<file path="src/rtl/clr_st_sched.sv">
`default_nettype none
// ============================================================================
// clr_st_sched : scans N_CH signed channels, classifies each into a 2-bit code
//   and shares one registered color lookup. Optional hysteresis: CLR_SCHED_HYS_EN
// Revision 1.0
// ============================================================================
module clr_st_sched #(
  parameter int            N_CH = 4,
  parameter int            W    = 16,
  parameter logic [W-1:0]  TH   = 16'd8192,
  parameter logic [W-1:0]  HYS  = 16'd256,
  localparam int           CW   = $clog2(N_CH)
) (
  input  logic                 clk,
  input  logic                 rst,
  input  logic                 start,
  input  logic [N_CH*W-1:0]    sig_in,
  output logic                 busy,
  output logic                 done,
  output logic [1:0]           clrst,
  output logic                 clrst_vld,
  output logic [CW-1:0]        ch_idx,
  input  logic [23:0]          color_in,
  output logic [N_CH*24-1:0]   color_out
);

`ifdef CLR_SCHED_HYS_EN
  localparam bit HYS_ON = 1'b1;
`else
  localparam bit HYS_ON = 1'b0;
`endif

  // Comparisons run at W+2 bits so -2^(W-1) and TH+HYS never wrap.
  localparam logic signed [W+1:0] TH_X  = $signed({2'b00, TH});
  // A zero margin makes the step rules identical to the raw classification.
  localparam logic signed [W+1:0] HYS_X = HYS_ON ? $signed({2'b00, HYS}) : '0;
  localparam logic [CW-1:0]       LAST  = CW'(N_CH - 1);

  typedef enum logic [2:0] {
    S_IDLE   = 3'd0,
    S_SAMPLE = 3'd1,
    S_CLASS  = 3'd2,
    S_WAIT   = 3'd3,
    S_STORE  = 3'd4,
    S_DONE   = 3'd5
  } state_t;

  state_t               state;
  logic signed [W-1:0]  s_reg;
  logic [1:0]           st [N_CH];

  logic signed [W+1:0]  x_ext;
  logic [1:0]           raw;
  logic [1:0]           prev;
  logic [1:0]           nxt;

  // Lower boundary of the step between code lo and lo+1.
  function automatic logic signed [W+1:0] bnd(input logic [1:0] lo);
    case (lo)
      2'd0:    bnd = -TH_X;
      2'd1:    bnd = '0;
      default: bnd = TH_X;
    endcase
  endfunction

  always_comb begin
    x_ext = {{2{s_reg[W-1]}}, s_reg};
    prev  = st[ch_idx];

    if (x_ext < -TH_X)     raw = 2'd0;
    else if (x_ext[W+1])   raw = 2'd1;
    else if (x_ext < TH_X) raw = 2'd2;
    else                   raw = 2'd3;

    nxt = raw;
    if ({1'b0, raw} == {1'b0, prev} + 3'd1) begin
      if (x_ext < bnd(prev) + HYS_X) nxt = prev;
    end else if ({1'b0, prev} == {1'b0, raw} + 3'd1) begin
      if (x_ext >= bnd(raw) - HYS_X) nxt = prev;
    end
  end

  always_ff @(posedge clk or posedge rst) begin
    if (rst) begin
      state     <= S_IDLE;
      busy      <= 1'b0;
      done      <= 1'b0;
      clrst     <= 2'b00;
      clrst_vld <= 1'b0;
      ch_idx    <= '0;
      s_reg     <= '0;
      color_out <= '0;
      for (int k = 0; k < N_CH; k++) st[k] <= 2'b10;
    end else begin
      done      <= 1'b0;
      clrst_vld <= 1'b0;
      case (state)
        S_IDLE: begin
          if (start) begin
            state  <= S_SAMPLE;
            busy   <= 1'b1;
            ch_idx <= '0;
          end
        end
        S_SAMPLE: begin
          s_reg <= sig_in[32'(ch_idx) * W +: W];
          state <= S_CLASS;
        end
        S_CLASS: begin
          st[ch_idx] <= nxt;
          clrst      <= nxt;
          clrst_vld  <= 1'b1;
          state      <= S_WAIT;
        end
        S_WAIT: begin
          state <= S_STORE;
        end
        S_STORE: begin
          color_out[32'(ch_idx) * 24 +: 24] <= color_in;
          if (ch_idx == LAST) begin
            state <= S_DONE;
            done  <= 1'b1;
          end else begin
            ch_idx <= ch_idx + CW'(1);
            state  <= S_SAMPLE;
          end
        end
        S_DONE: begin
          busy  <= 1'b0;
          state <= S_IDLE;
        end
        default: begin
          busy  <= 1'b0;
          state <= S_IDLE;
        end
      endcase
    end
  end

endmodule
`default_nettype wire
</file>
<file path="config.mk">
export PLATFORM = sky130hd
export DESIGN_NAME = clr_st_sched
export DESIGN_NICKNAME = d
export VERILOG_FILES = /design/src/rtl/clr_st_sched.sv
export SDC_FILE = /design/constraint.sdc
export NUM_CORES = 1
export LEC_CHECK = 0
export ABC_AREA = 1
export CAP_MARGIN = 30
export CORE_MARGIN = 2
export CORE_UTILIZATION = 26
export DETAILED_ROUTE_END_ITERATION = 6
export GPL_TIMING_DRIVEN = 0
export PLACE_DENSITY_LB_ADDON = 0.2
export SYNTH_ARGS = -nofsm -noshare
export SYNTH_HDL_FRONTEND = slang
export SYNTH_SLANG_ARGS = --single-unit
</file>
<file path="constraint.sdc">
create_clock -name clk -period 4.67 [get_ports clk]
set_clock_uncertainty 0.05 [all_clocks]
set_input_delay 0.934 -clock clk [delete_from_list [all_inputs] [get_ports clk]]
set_output_delay 0.934 -clock clk [all_outputs]
set_load 0.02 [all_outputs]
</file>
==> results summary <==
The flow ran to the end, but the final reports show violations. The checks that failed: DRC. The overall die area is 27,960 um^2. Summing every instance area after synthesis gives 6927 um^2. The final weighted congestion in routability-driven placement came out at 0.9218. The first-pass GRT wire length came out at 40,340 um. The via count of the first global-routing pass is 6,843. After global routing the overflow that remains totals 0. In the global route stage, overall resource usage came out at 0.1877. The critical path is of the flip-flop to flip-flop type. The number of gates resized after CTS came out at 0. The violation count after the first detailed-route iteration is 650. The ratio of cells with drive above 1 in the final layout came out at 0.09311. The worst setup path is captured at a flip-flop. The top cell type's share of synthesized area came out at 0.4552.

The number of I/O port buffers is 193. The ratio of routed vias to standard cells is 4.922. The tree is rooted in a sky130_fd_sc_hd__clkbuf_16. The number of max-slew violations in the final report came to 0.

Registers take 3258 um^2. The number of buffers added to fix hold violations after cts is 0. The number of endpoints with negative hold slack in the final report is 0. Of the synthesized area, sequential elements account for 0.4704. The worst-case clock buffer depth is 2.

The final net count came out at 1,167. The biggest area contributor in the post-synthesis netlist is sky130_fd_sc_hd__dfrtp_1. The H-tree was split into 4 levels. Row generation in the floorplan step produced 59 rows.

Yosys attributes the largest share of cell area to sky130_fd_sc_hd__dfrtp_1 46%, sky130_fd_sc_hd__o21ai_0 12%, sky130_fd_sc_hd__nand2_1 10%, sky130_fd_sc_hd__nor2_1 3.3%, sky130_fd_sc_hd__inv_1 3.1%. The highest ir drop seen on vdd came out at 268.8 uV. Counting every sink on the clock net gives 130. Across all setup checks in the final design, the least slack found is 1.105 ns. The number of vias after detailed routing came out at 6,945.

For this configuration, the core starts out at a cell density of 0.2651. The detailed-routing iteration count for the pre-antenna-repair pass came out at 7. The register bit total from synthesis is 130. The area added between synthesis and finish came out at 43.93%.

The most used flip-flop cell after synthesis is sky130_fd_sc_hd__dfrtp_1. After floorplanning, the core was sized to cover 26,130 um^2. The clock reaches the later pin of the worst-skew pair after 0.42 ns.

The tightest slew margin relative to the limit came out at 0.5409. The post-route minimum period came out at 3.565 ns. The synthesized net count is 954. The max-capacitance violation count came out at 0. Setup repair after global routing left no endpoint under its margin. The signal on the critical path passes through buf_6, inv_4, buf_2, buf_1, ha_1, nand2_1, inv_2, nor2_4, inv_4, buf_4, o21ai_0, o21ai_0. The width of the chip is 167.2 um. The average size of a mapped cell is 8.168 um^2.

The final core utilization is 0.3815. 194 I/O pins were placed. The sum of negative setup slack is 0 ns.

The initial antenna violation count is 3. TritonCTS built the clock tree. The actual slew at the worst max-slew pin is 0.6861 ns. In this design, the stage delay of the slowest critical-path cell is 0.54 ns. The filler cell count came out at 2,727. The worst min-delay path category is flip-flop to flip-flop. In the layout the commonest cells are 193 x sky130_fd_sc_hd__clkdlybuf4s50_1, 187 x sky130_fd_sc_hd__nand2_1, 161 x sky130_fd_sc_hd__o21ai_0. The post-route worst hold slack came out at 0.4184 ns. The distinct cell type count of the synthesized netlist came out at 41.

The pre-CTS worst setup slack is 1.141 ns. The clock-pin transition on the worst setup and hold timing paths came out at 0.06 ns. The timing-limited maximum frequency came out at 280.5 MHz. The worst setup path is launched from a flip-flop. Along the worst path, the maximum fanout reaches 12. Dividing the detail-routed wire length by the instance count gives 18.63 um. The post-synthesis cell count is 848. The area occupied by multi-input gates is 3139 um^2. The required time of the critical path is 4.90 ns.

The cell with the largest stage delay on the worst path is sky130_fd_sc_hd__buf_1. Leaving out fill and tap cells, the most frequent cell in the layout is sky130_fd_sc_hd__clkdlybuf4s50_1. The sum of routed wire length over all layers came out at 26,280 um. At the worst endpoint, the arrival time is 3.80 ns.

The detail route stage leaves a number of antenna-violating nets equal to 0. The height of the die is 167.2 um. The largest net degree at the start of global routing is 76.

In the routed design, unresolved DRC markers number 30. For this design the ratio of total power to cell area is 666.2 nW/um^2. The flip-flop count of the largest register after layout came out at 96.

The final worst-path cycle share came out at 0.7633. The number of synthesized flops with an enable pin came out at 0. Yosys printed 0 warnings. Clock tree synthesis inserted a total of 17 buffers.

The wire-length estimate of the detail-placed layout is 20,160 um. The static leakage came out at 4.262 nW. The post-CTS setup repair buffer count is 0. After synthesis, the share of flip-flops with an asynchronous set or reset is 1.000. The final-report setup violation count is 0.
-- cells in the mapped netlist, types with 2 or more instances --
cell and instances:
sky130_fd_sc_hd__a21oi_1 20, sky130_fd_sc_hd__dfstp_2 4, sky130_fd_sc_hd__o22ai_1 17, sky130_fd_sc_hd__buf_2 17
sky130_fd_sc_hd__nor2_2 3, sky130_fd_sc_hd__inv_2 5, sky130_fd_sc_hd__a22o_1 3, sky130_fd_sc_hd__o311ai_0 2
sky130_fd_sc_hd__nand3_1 38, sky130_fd_sc_hd__nor2_1 61, sky130_fd_sc_hd__clkbuf_1 24, sky130_fd_sc_hd__buf_4 6
sky130_fd_sc_hd__o211ai_1 3, sky130_fd_sc_hd__a21o_1 2, sky130_fd_sc_hd__o21ai_0 161, sky130_fd_sc_hd__o311ai_1 4
sky130_fd_sc_hd__nor2_4 4, sky130_fd_sc_hd__nand2_2 3, sky130_fd_sc_hd__mux2_2 6, sky130_fd_sc_hd__o221ai_1 6
sky130_fd_sc_hd__ha_1 15, sky130_fd_sc_hd__buf_6 5, sky130_fd_sc_hd__inv_4 2, sky130_fd_sc_hd__nand2_4 2
sky130_fd_sc_hd__o21a_1 8, sky130_fd_sc_hd__nand4_1 4, sky130_fd_sc_hd__dfrtp_1 126, sky130_fd_sc_hd__o31ai_1 7
sky130_fd_sc_hd__nand2_1 187, sky130_fd_sc_hd__o21ai_1 19, sky130_fd_sc_hd__inv_1 58, sky130_fd_sc_hd__a32oi_1 14
sky130_fd_sc_hd__nand3_2 4
-- kinds of logic (layout without fill, tap and decap cells) --
family	after synthesis	count (layout)	share of synthesized area
compound gates	271	271	0.2262
fa+ha+maj	15	15	0.02710
buf+inv	118	344	0.07641
flops	130	130	0.4704
mux	6	6	0.009754
other cells	0	2	0
simple gates	308	308	0.1902
-- cell type report --
type / count / share of cell area
diodes: 2 / 0.0005020
plain buffers: 53 / 0.02811
clock buffers: 17 / 0.04267
clock inverters: 15 / 0.02297
inverters: 65 / 0.02548
multi-input cells: 600 / 0.3149
flip-flops and latches: 130 / 0.3268
well taps: 335 / 0.04204
repair buffers: 194 / 0.1965
-- final timing paths --
| path | from | endpoint | slack [ns] | cells past startpoint |
|---|---|---|---|---|
| setup / recovery | ch_idx[0] | color_out[56] | 1.11 | 12 |
| hold / removal | st[7] | st[7] | 0.42 | 2 |
| setup reg to reg | ch_idx[0] | color_out[56] | 1.11 | 12 |
| hold reg to reg | st[7] | st[7] | 0.42 | 2 |
| max in group asynchronous | rst | color_out[17] | 2.90 | 3 |
| min in group asynchronous | rst | color_out[4] | 0.90 | 2 |
-- metrics by stage --
step	instance area (um^2)	power, mW	instances
6_report	9970	6.642	1411
5_1_grt	9965	7.102	1409
4_1_cts	9965	6.699	1409
3_5_place_dp	9310	5.171	1377
3_3_place_gp	9278	5.152	1376
2_1_floorplan	6927	3.781	848
-- critical path, delay by kind of cell (launching register included) --
| family | cells | cell delay, ns |
|---|---|---|
| compound gates | 2 | 0.65 |
| fa+ha+maj | 1 | 0.45 |
| simple gates | 2 | 0.34 |
| flops | 1 | 0.44 |
| buf+inv | 7 | 1.47 |
-- per-layer routing --
metal | routed length (um) | share of wire | vias up | track usage
met5 | 0 | 0 | - | 0
met4 | 623 | 0.024 | 0 | 0.05860
met3 | 1663 | 0.063 | 42 | 0.04987
met2 | 12590 | 0.48 | 257 | 0.3121
met1 | 11410 | 0.43 | 3323 | 0.2389
li1 | - | - | 3323 | -
-- where the power goes --
group          switching (mW)  internal [mW]  leakage [nW]
Combinational            2.08           1.27          2.54
Sequential              0.254           1.54          1.41
Clock                   0.544          0.953         0.318
Power figures use the tool's default switching activity.
